`src/rtl/mix_pipe_if.sv`:
```
`default_nettype none
// ============================================================================
// Module : mix_pipe_if
// Brief  : Handshake bundle for mix_pipe. The input channel carries words and
//          their mode, and the output channel carries results and the
//          completed-transfer count.
// Rev    : 1.0  initial release
// ============================================================================
interface mix_pipe_if #(
  parameter int LANES = 1
);
  logic                 in_valid;
  logic                 in_ready;
  logic                 in_mode;
  logic [16*LANES-1:0]  in_data;
  logic                 out_valid;
  logic                 out_ready;
  logic [16*LANES-1:0]  out_data;
  logic                 out_mode;
  logic [15:0]          out_count;

  // Producer/consumer side (bench or surrounding datapath)
  modport master (
    output in_valid, in_mode, in_data, out_ready,
    input  in_ready, out_valid, out_data, out_mode, out_count
  );

  // Mixing pipeline side
  modport slave (
    input  in_valid, in_mode, in_data, out_ready,
    output in_ready, out_valid, out_data, out_mode, out_count
  );
endinterface
`default_nettype wire

```
`src/rtl/mix_pipe.sv`:
```
`default_nettype none
// ============================================================================
// Module : mix_pipe
// Brief  : Two-step Hummingbird-2 style mixing pipeline. Forward words go
//          S then L, and inverse words go L^-1 then S^-1, so both directions
//          share the same two register stages. The optional output register
//          is selected by REG_OUT. Full valid/ready backpressure is supported.
// Rev    : 1.0  initial release
// ============================================================================
module mix_pipe #(
  parameter int LANES   = 1,
  parameter int REG_OUT = 1
) (
  input  wire logic  clk,
  input  wire logic  rst,
  mix_pipe_if.slave  bus
);

  localparam int W = 16 * LANES;

  // S-box tables, nibble i of the table sits at bits [4i+3:4i]
  localparam logic [63:0] C_S1  = 64'h3A840D6BF5129EC7;
  localparam logic [63:0] C_S2  = 64'h2B95DE03C7F861A4;
  localparam logic [63:0] C_S3  = 64'h79B0438EDA651CF2;
  localparam logic [63:0] C_S4  = 64'hBDC6E03A1279854F;
  localparam logic [63:0] C_S1I = 64'h72A18E3D096CF45B;
  localparam logic [63:0] C_S2I = 64'h5AB7E1D463C08F29;
  localparam logic [63:0] C_S3I = 64'h1872D6E9F54BA03C;
  localparam logic [63:0] C_S4I = 64'h0BEDF8435C21967A;

  function automatic logic [3:0] lut(input logic [63:0] t, input logic [3:0] n);
    return t[{n, 2'b00} +: 4];
  endfunction

  function automatic logic [15:0] sub_fwd(input logic [15:0] x);
    return {lut(C_S1, x[15:12]), lut(C_S2, x[11:8]), lut(C_S3, x[7:4]), lut(C_S4, x[3:0])};
  endfunction

  function automatic logic [15:0] sub_inv(input logic [15:0] x);
    return {lut(C_S1I, x[15:12]), lut(C_S2I, x[11:8]), lut(C_S3I, x[7:4]), lut(C_S4I, x[3:0])};
  endfunction

  // x ^ rotl(x,6) ^ rotl(x,10)
  function automatic logic [15:0] lin_fwd(input logic [15:0] x);
    return x ^ {x[9:0], x[15:10]} ^ {x[5:0], x[15:6]};
  endfunction

  // y ^ rotl(y,2) ^ rotl(y,4) ^ rotl(y,12) ^ rotl(y,14)
  function automatic logic [15:0] lin_inv(input logic [15:0] y);
    return y ^ {y[13:0], y[15:14]} ^ {y[11:0], y[15:12]}
             ^ {y[3:0], y[15:4]} ^ {y[1:0], y[15:2]};
  endfunction

  logic          in_fire;
  logic          s1_take;
  logic          s1_valid_q, s1_valid_d;
  logic          s1_mode_q,  s1_mode_d;
  logic [W-1:0]  s1_data_q,  s1_data_d;
  logic [W-1:0]  stage1_fn;
  logic [W-1:0]  stage2_fn;
  logic [15:0]   out_count_q, out_count_d;

  assign in_fire = bus.in_valid && bus.in_ready;

  // Stage-1 transform: S for forward words, L^-1 for inverse words
  always_comb begin
    stage1_fn = '0;
    for (int k = 0; k < LANES; k++) begin
      stage1_fn[16*k +: 16] = bus.in_mode ? lin_inv(bus.in_data[16*k +: 16])
                                          : sub_fwd(bus.in_data[16*k +: 16]);
    end
  end

  // Stage-2 transform on the stage-1 register: L forward, S^-1 inverse
  always_comb begin
    stage2_fn = '0;
    for (int k = 0; k < LANES; k++) begin
      stage2_fn[16*k +: 16] = s1_mode_q ? sub_inv(s1_data_q[16*k +: 16])
                                        : lin_fwd(s1_data_q[16*k +: 16]);
    end
  end

  // Stage-1 next state: load on accept, otherwise empty once its word leaves
  always_comb begin
    s1_valid_d = s1_valid_q;
    s1_mode_d  = s1_mode_q;
    s1_data_d  = s1_data_q;
    if (in_fire) begin
      s1_valid_d = 1'b1;
      s1_mode_d  = bus.in_mode;
      s1_data_d  = stage1_fn;
    end else if (s1_take) begin
      s1_valid_d = 1'b0;
    end
  end

  // Stage-1 register
  always_ff @(posedge clk) begin
    if (rst) begin
      s1_valid_q <= 1'b0;
      s1_mode_q  <= 1'b0;
      s1_data_q  <= '0;
    end else begin
      s1_valid_q <= s1_valid_d;
      s1_mode_q  <= s1_mode_d;
      s1_data_q  <= s1_data_d;
    end
  end

  generate
    if (REG_OUT != 0) begin : g_reg_out
      logic          s2_free;
      logic          s2_valid_q, s2_valid_d;
      logic          s2_mode_q,  s2_mode_d;
      logic [W-1:0]  s2_data_q,  s2_data_d;

      // s2 can take a word if empty or draining this cycle; the ready path
      // is combinational from out_ready so a full pipe still streams.
      assign s2_free      = !s2_valid_q || bus.out_ready;
      assign s1_take      = s1_valid_q && s2_free;
      assign bus.in_ready = !s1_valid_q || s2_free;

      // Stage-2 next state: capture the stage-2 result or drain on handoff
      always_comb begin
        s2_valid_d = s2_valid_q;
        s2_mode_d  = s2_mode_q;
        s2_data_d  = s2_data_q;
        if (s1_take) begin
          s2_valid_d = 1'b1;
          s2_mode_d  = s1_mode_q;
          s2_data_d  = stage2_fn;
        end else if (bus.out_ready) begin
          s2_valid_d = 1'b0;
        end
      end

      // Stage-2 (output) register
      always_ff @(posedge clk) begin
        if (rst) begin
          s2_valid_q <= 1'b0;
          s2_mode_q  <= 1'b0;
          s2_data_q  <= '0;
        end else begin
          s2_valid_q <= s2_valid_d;
          s2_mode_q  <= s2_mode_d;
          s2_data_q  <= s2_data_d;
        end
      end

      assign bus.out_valid = s2_valid_q;
      assign bus.out_mode  = s2_mode_q;
      assign bus.out_data  = s2_data_q;
    end else begin : g_comb_out
      // Stage 2 is pure logic on s1; a cleared s1 (mode 0, data 0) maps to
      // L(0) = 0, so out_data still reads zero after reset.
      assign s1_take       = s1_valid_q && bus.out_ready;
      assign bus.in_ready  = !s1_valid_q || bus.out_ready;
      assign bus.out_valid = s1_valid_q;
      assign bus.out_mode  = s1_mode_q;
      assign bus.out_data  = stage2_fn;
    end
  endgenerate

  // Completed-transfer counter, wraps silently
  always_comb begin
    out_count_d = out_count_q;
    if (bus.out_valid && bus.out_ready) begin
      out_count_d = out_count_q + 16'd1;
    end
  end

  // Counter register
  always_ff @(posedge clk) begin
    if (rst) begin
      out_count_q <= 16'd0;
    end else begin
      out_count_q <= out_count_d;
    end
  end

  assign bus.out_count = out_count_q;

endmodule
`default_nettype wire

```
`src/flat_wrapper.sv`:
```
// flat-port wrapper written by rule: the top's interface ports become plain ports
module mix_pipe_flat 
#(
  parameter int LANES   = 1,
  parameter int REG_OUT = 1
)
  (clk, rst, bus_in_valid, bus_in_mode, bus_in_data, bus_out_ready, bus_in_ready, bus_out_valid, bus_out_data, bus_out_mode, bus_out_count);
  mix_pipe_if #(.LANES(LANES)) bus_i ();
  input  wire logic clk;
  input  wire logic rst;
  input wire logic [$bits(bus_i.in_valid)-1:0] bus_in_valid;
  input wire logic [$bits(bus_i.in_mode)-1:0] bus_in_mode;
  input wire logic [$bits(bus_i.in_data)-1:0] bus_in_data;
  input wire logic [$bits(bus_i.out_ready)-1:0] bus_out_ready;
  output wire logic [$bits(bus_i.in_ready)-1:0] bus_in_ready;
  output wire logic [$bits(bus_i.out_valid)-1:0] bus_out_valid;
  output wire logic [$bits(bus_i.out_data)-1:0] bus_out_data;
  output wire logic [$bits(bus_i.out_mode)-1:0] bus_out_mode;
  output wire logic [$bits(bus_i.out_count)-1:0] bus_out_count;
  assign bus_i.in_valid = bus_in_valid;
  assign bus_i.in_mode = bus_in_mode;
  assign bus_i.in_data = bus_in_data;
  assign bus_i.out_ready = bus_out_ready;
  assign bus_in_ready = bus_i.in_ready;
  assign bus_out_valid = bus_i.out_valid;
  assign bus_out_data = bus_i.out_data;
  assign bus_out_mode = bus_i.out_mode;
  assign bus_out_count = bus_i.out_count;
  mix_pipe #(.LANES(LANES), .REG_OUT(REG_OUT)) u_core (.clk(clk), .rst(rst), .bus(bus_i));
endmodule
```
`config.mk`:
```
export PLATFORM = sky130hd
export DESIGN_NAME = mix_pipe_flat
export DESIGN_NICKNAME = d
export VERILOG_FILES = /design/src/rtl/mix_pipe_if.sv /design/src/rtl/mix_pipe.sv /design/src/flat_wrapper.sv
export SDC_FILE = /design/constraint.sdc
export NUM_CORES = 1
export LEC_CHECK = 0
export BUFFER_PORTS_ARGS = -buffer_cell sky130_fd_sc_hd__buf_4
export CAP_MARGIN = 0
export CORE_MARGIN = 2
export CORE_UTILIZATION = 55
export DETAILED_ROUTE_END_ITERATION = 7
export PLACE_DENSITY = 0.76
export SYNTH_ARGS = -nofsm -noshare
export SYNTH_HDL_FRONTEND = slang
export SYNTH_SLANG_ARGS = --single-unit
```
`constraint.sdc`:
```
create_clock -name clk -period 2.35 [get_ports clk]
set_clock_uncertainty 0.1 [all_clocks]
set_input_delay 0.3525 -clock clk [delete_from_list [all_inputs] [get_ports clk]]
set_output_delay 0.3525 -clock clk [all_outputs]
set_load 0.01 [all_outputs]
```
After elaboration in Yosys (flattened, before gate mapping)
Cells that the tools add are included.

storage, ports and cells
  bits of input ports = 21
  ROM bits = 0
  output and inout port bits = 35
  flip-flop bits (word level) = 52
  word-level logic and storage cells = 37
  memories kept = 0
  bits in latches = 0
  RAM bits = 0

operators by class
  reductions and logical operators = 9
  div/mod/pow operators = 0
  $add $sub $neg = 1
  $mul = 0
  shift-type cells = 8
  mux-type cells = 6
  equality and inequality tests = 0
  bitwise operators = 6
  order comparisons = 0

operators by type and width
  cell                     number
  $shiftx 64x7->4 const A  8
  $xor 16x16->16           6
  $mux 16                  2
  $add 16x1->16 const B    1
  $mux 1                   4
  $reduce_bool 2->1        2
  $logic_and 1x1->1        3
  $logic_not 1->1          2
  $logic_or 1x1->1         2

Longest topological paths before layout
  depth in word-level cells = 5
  gate-level depth with buffers = 8

Least setup slack after synthesis
No wires, ideal clock.

  kind = register -> register
  start point = register u_core.s1_data_q[8]
  end point = register u_core.g_reg_out.s2_data_q[11] (netlist: u_core.bus.out_data[11])
  slack = 0.409 ns
  cell stages (with the launch flop) = 7
  path buffers = 1
  arrival = 1.709 ns
  required time = 2.118 ns
  setup time = 0.132 ns
  clock period less this slack = 1.941 ns
  cell sequence = dfxtp_1 buf_2 inv_1 ha_1 mux4_2 a211oi_1 nor3_1

on the way
  cells in the longest elaborated chain, start to end = 2

RTL lines
  element                 line             RTL
  from (decl)             mix_pipe.sv:58   logic [W-1:0] s1_data_q, s1_data_d;
  from (signal assigned)  mix_pipe.sv:106  s1_data_q <= s1_data_d;
  $shiftx 64x7->4         mix_pipe.sv:32   return t[{n, 2'b00} +: 4];
  $mux 16                 mix_pipe.sv:78   stage2_fn[16*k +: 16] = s1_mode_q ? sub_inv(s1_data_q[16*k +: 16])
  to (signal assigned)    mix_pipe.sv:146  s2_data_q <= s2_data_d;
  to (decl)               mix_pipe.sv:115  logic [W-1:0] s2_data_q, s2_data_d;

No other way between the ends.
A chain may end at the register's enable or synchronous reset.

Final worst setup path
  start point = register u_core.s1_data_q[4]
  end point = register u_core.g_reg_out.s2_data_q[4] (netlist: u_core.bus.out_data[4])

on the way
  cells in the longest elaborated chain, start to end = 3
  elaborated cells on any way between the ends = 4
  those cells by class = shift (1); mux (1); bitwise (2)

RTL lines
  element                                                  line
  branches (longest 2 deep; another with $shiftx 64x7->4)  --
  $mux 16 (*)                                              mix_pipe.sv:78

Mark *: on every way between the ends.

==> impl_metrics.prom <==
# TYPE chip_impl_metric gauge
chip_impl_info{name="outcome",value="complete, no violations"} 1
chip_impl_metric{name="pin_count_of_the_biggest_net_entering_global_routing",unit=""} 37
chip_impl_metric{name="via_per_inst",unit=""} 5.523
chip_impl_info{name="ys_dominant_reg_cell",value="sky130_fd_sc_hd__dfxtp_1"} 1
chip_impl_metric{name="tns",unit="ns"} 0
chip_impl_metric{name="worst-slew-pin-transition",unit="ns"} 0.5589
chip_impl_metric{name="synth.yosys.seq_area_share",unit=""} 0.2284
chip_impl_metric{name="globalRouteOverflowTotal",unit=""} 0
chip_impl_metric{name="worstPathArrival",unit="ns"} 2.20
chip_impl_metric{name="cts.sink_count",unit=""} 52
chip_impl_metric{name="maximum_fanout_count_along_the_critical_path",unit=""} 8
chip_impl_metric{name="first_global_vias",unit=""} 3425
chip_impl_metric{name="area.growth.synth_to_final",unit="%"} 9.580
chip_impl_metric{name="synth_enable_flop_cells",unit=""} 0
chip_impl_metric{name="die_area",unit="µm²"} 9032
chip_impl_info{name="timing.critical_path.to_type",value="register"} 1
chip_impl_metric{name="switching_share",unit=""} 0.3477
chip_impl_info{name="tritoncts_clock_tree",value="built"} 1
chip_impl_metric{name="route.antenna.remaining_nets",unit=""} 0
chip_impl_metric{name="drt_pre_antenna_iters",unit=""} 4
chip_impl_metric{name="ctsLongestPathBuffers",unit=""} 2
chip_impl_metric{name="finalMaxSlewViolations",unit=""} 0
chip_impl_metric{name="worst_setup_hold_path_clk_slew",unit="ns"} 0.10
chip_impl_metric{name="avgRoutedWirePerCell",unit="µm"} 14.15
chip_impl_metric{name="timing.max_slew.rel_slack",unit=""} 0.6269
chip_impl_metric{name="final_layout_size_suffix_gt1_frac",unit=""} 0.1503
chip_impl_metric{name="min_period",unit="ns"} 2.119
chip_impl_info{name="worstSetupPathType",value="register to register"} 1
chip_impl_metric{name="grtUsageTotal",unit=""} 0.2176
chip_impl_metric{name="dr_total_vias",unit=""} 3778
chip_impl_metric{name="post_cts_buffers",unit=""} 0
chip_impl_metric{name="yosysWarningCount",unit=""} 0
chip_impl_info{name="worstSetupStartpointType",value="register"} 1
chip_impl_info{name="setup.worst_path.start",value="u_core.s1_data_q[4]"} 1
chip_impl_metric{name="setup_viol_count_final",unit=""} 0
chip_impl_metric{name="io_pins",unit=""} 56
chip_impl_info{name="rsz_0062_raised_after_global_routing",value="false"} 1
chip_impl_metric{name="detail_route.iter0.violations",unit=""} 180
chip_impl_metric{name="ys_ff_latch",unit=""} 52
chip_impl_metric{name="power.leakage",unit="µW"} 0.002054
chip_impl_metric{name="vdd_drop_max",unit="V"} 0.0002978
chip_impl_metric{name="cts_htree_levels",unit=""} 2
chip_impl_metric{name="power_switching",unit="µW"} 838.1
chip_impl_metric{name="antenna_cells_inserted",unit=""} 0
chip_impl_metric{name="max_freq",unit="MHz"} 472.0
chip_impl_metric{name="port_buffers",unit=""} 55
chip_impl_metric{name="clock_power_share",unit=""} 0.210
chip_impl_metric{name="place_hpwl",unit="mm"} 7.492
chip_impl_metric{name="number_of_buffers_added_to_fix_hold_violations_after_cts",unit=""} 0
chip_impl_metric{name="placement_rows",unit=""} 33
chip_impl_metric{name="die_h",unit="µm"} 95.04
chip_impl_metric{name="die_w",unit="µm"} 95.04
chip_impl_metric{name="power_density",unit="nW/µm²"} 482.6
chip_impl_info{name="cts_root_buf",value="sky130_fd_sc_hd__clkbuf_8"} 1
chip_impl_metric{name="post_cts_resized",unit=""} 0
chip_impl_metric{name="initial_utilization",unit=""} 0.5604
chip_impl_metric{name="synth.net_count",unit=""} 623
chip_impl_metric{name="finalHoldViolations",unit=""} 0
chip_impl_metric{name="nets",unit=""} 645
chip_impl_info{name="hold_path_startpoint",value="bus_in_valid"} 1
chip_impl_metric{name="number_of_antenna_violations_at_the_first_check_in_global_routing",unit=""} 0
chip_impl_metric{name="coreArea",unit="µm²"} 8134
chip_impl_metric{name="route.detailed.drc",unit=""} 0
chip_impl_metric{name="pwr-share-comb",unit=""} 0.365
chip_impl_metric{name="wl",unit="mm"} 9.681
chip_impl_metric{name="gpl.final_weighted_congestion",unit=""} 0.8807
chip_impl_metric{name="synth_cells",unit=""} 556
chip_impl_metric{name="grt_first_pass_wirelength",unit="mm"} 15.86
chip_impl_metric{name="syn_area",unit="µm²"} 4558
chip_impl_info{name="min-delay-path-class",value="input pin to register"} 1
chip_impl_metric{name="seq_power_share",unit=""} 0.425
chip_impl_metric{name="ys_async_sr_fraction",unit=""} 0
chip_impl_metric{name="number_of_maximum_capacitance_violations",unit=""} 0
chip_impl_info{name="r2r_start",value="u_core.s1_data_q[4]"} 1
chip_impl_metric{name="critical_path_required",unit="ns"} 2.43
chip_impl_metric{name="ys_types",unit=""} 59
chip_impl_metric{name="cts_made_buffers",unit=""} 5
chip_impl_metric{name="timing.final.crit_share",unit=""} 0.9015
chip_impl_metric{name="p_total",unit="µW"} 2410
chip_impl_metric{name="clkLatencyLatePin",unit="ns"} 0.30
chip_impl_metric{name="synthesis.area_per_instance",unit="µm²"} 8.198
chip_impl_metric{name="internal_power",unit="µW"} 1572
[cell usage after synthesis (4+ instances only)]
cell	number	area (µm²)
sky130_fd_sc_hd__mux2i_1	11	110.1
sky130_fd_sc_hd__a311oi_1	7	61.31
sky130_fd_sc_hd__a211oi_1	25	187.7
sky130_fd_sc_hd__nand3_1	5	25.02
sky130_fd_sc_hd__or3_1	5	31.28
sky130_fd_sc_hd__buf_2	19	95.09
sky130_fd_sc_hd__a31oi_1	4	25.02
sky130_fd_sc_hd__xnor2_2	5	81.33
sky130_fd_sc_hd__nand2_1	33	123.9
sky130_fd_sc_hd__dfxtp_1	52	1041
sky130_fd_sc_hd__o21ai_1	7	35.03
sky130_fd_sc_hd__o21ai_0	17	85.08
sky130_fd_sc_hd__nor3_1	18	90.09
sky130_fd_sc_hd__clkbuf_1	18	67.56
sky130_fd_sc_hd__buf_6	4	45.04
sky130_fd_sc_hd__a21oi_1	24	120.1
sky130_fd_sc_hd__xor2_1	16	140.1
sky130_fd_sc_hd__nand4_1	5	31.28
sky130_fd_sc_hd__mux4_2	8	180.2
sky130_fd_sc_hd__nor2_1	67	251.5
sky130_fd_sc_hd__ha_1	46	575.6
sky130_fd_sc_hd__o211ai_1	5	37.54
sky130_fd_sc_hd__inv_1	36	135.1
sky130_fd_sc_hd__xnor2_1	56	490.5
sky130_fd_sc_hd__nand2b_1	7	43.79
[worst max-delay path: stages (launching register included)]
cell and delay (ns):
sky130_fd_sc_hd__dfxtp_1 0.56, sky130_fd_sc_hd__inv_1 0.19, sky130_fd_sc_hd__ha_1 0.34, sky130_fd_sc_hd__inv_1 0.06, sky130_fd_sc_hd__mux4_2 0.44, sky130_fd_sc_hd__a211oi_1 0.24
sky130_fd_sc_hd__nor3_1 0.07
[final cells by class]
cell class	instances	area [µm²]
fill	704	3139
multi-input combinational	419	3129
clock buffer	6	72.57
tap	105	131.4
inverter	39	148.9
timing repair buffer	61	457.9
clock inverter	2	13.76
sequential	52	1041
[cell usage in the layout, fill, tap and decap left out, drive strengths merged, types with 16 or more instances in the layout]
cell type  Yosys  routed
dfxtp         52      52
buf           27      61
a211oi        25      25
xnor2         61      61
o21ai         24      24
xor2          16      16
a21oi         24      24
nor2          67      67
inv           38      39
ha            46      46
nor3          18      18
nand2         34      34
[power groups by stage]
stage / Clock [µW] / Combinational [µW] / Sequential (µW)
2_1_floorplan: 0 / 712 / 1010
3_3_place_gp: 0 / 851 / 1040
3_5_place_dp: 0 / 878 / 1050
4_1_cts: 526 / 881 / 1030
5_1_grt: 563 / 975 / 1040
6_report: 506 / 880 / 1020
[final timing paths]
path,to,slack (ns),depth (start not counted)
setup reg to reg,u_core.bus.out_data[4],0.23,6
setup / recovery,u_core.bus.out_data[4],0.23,6
hold reg to reg,u_core.bus.out_data[2],0.36,2
hold / removal,u_core.s1_valid_q,0.20,3
[cell families after synthesis]
group           after synthesis  synth area share
buf+inv                      85           0.08509
fa+ha+maj                    46            0.1263
flops                        52            0.2284
compound gates              116            0.1705
simple gates                158            0.1598
mux                          21           0.06862
xor+xnor                     78            0.1614
[flip-flops by register name, summed over array words and instances (netlist names)]
| register | flops |
|---|---|
| u_core.s1_mode_q | 1 |
| u_core.s1_data_q | 16 |
| u_core.bus.out_valid | 1 |
| u_core.bus.out_count | 16 |
| u_core.bus.out_mode | 1 |
| u_core.bus.out_data | 16 |
| u_core.s1_valid_q | 1 |
[stage by stage]
stage	area [µm²]	hold WS [ns]	std cells	worst slack [ns]	util
floorplan	4558	0.3585	556	0.4090	-
global placement	4908	0.3445	676	0.3602	0.6034
detailed placement	4908	0.3468	676	0.2859	0.6034
CTS	4995	0.1945	684	0.2575	0.6141
global route	4995	0.2180	684	0.1504	0.6141
finish	4995	0.2049	684	0.2315	0.6141
[layer usage]
| metal | track usage | part of all wire |
|---|---|---|
| met1 | 0.2825 | 0.45 |
| met2 | 0.3842 | 0.50 |
| met3 | 0.02767 | 0.035 |
| met4 | 0.05193 | 0.013 |
| met5 | 0 | 0 |
Power figures use the tool's default switching activity.
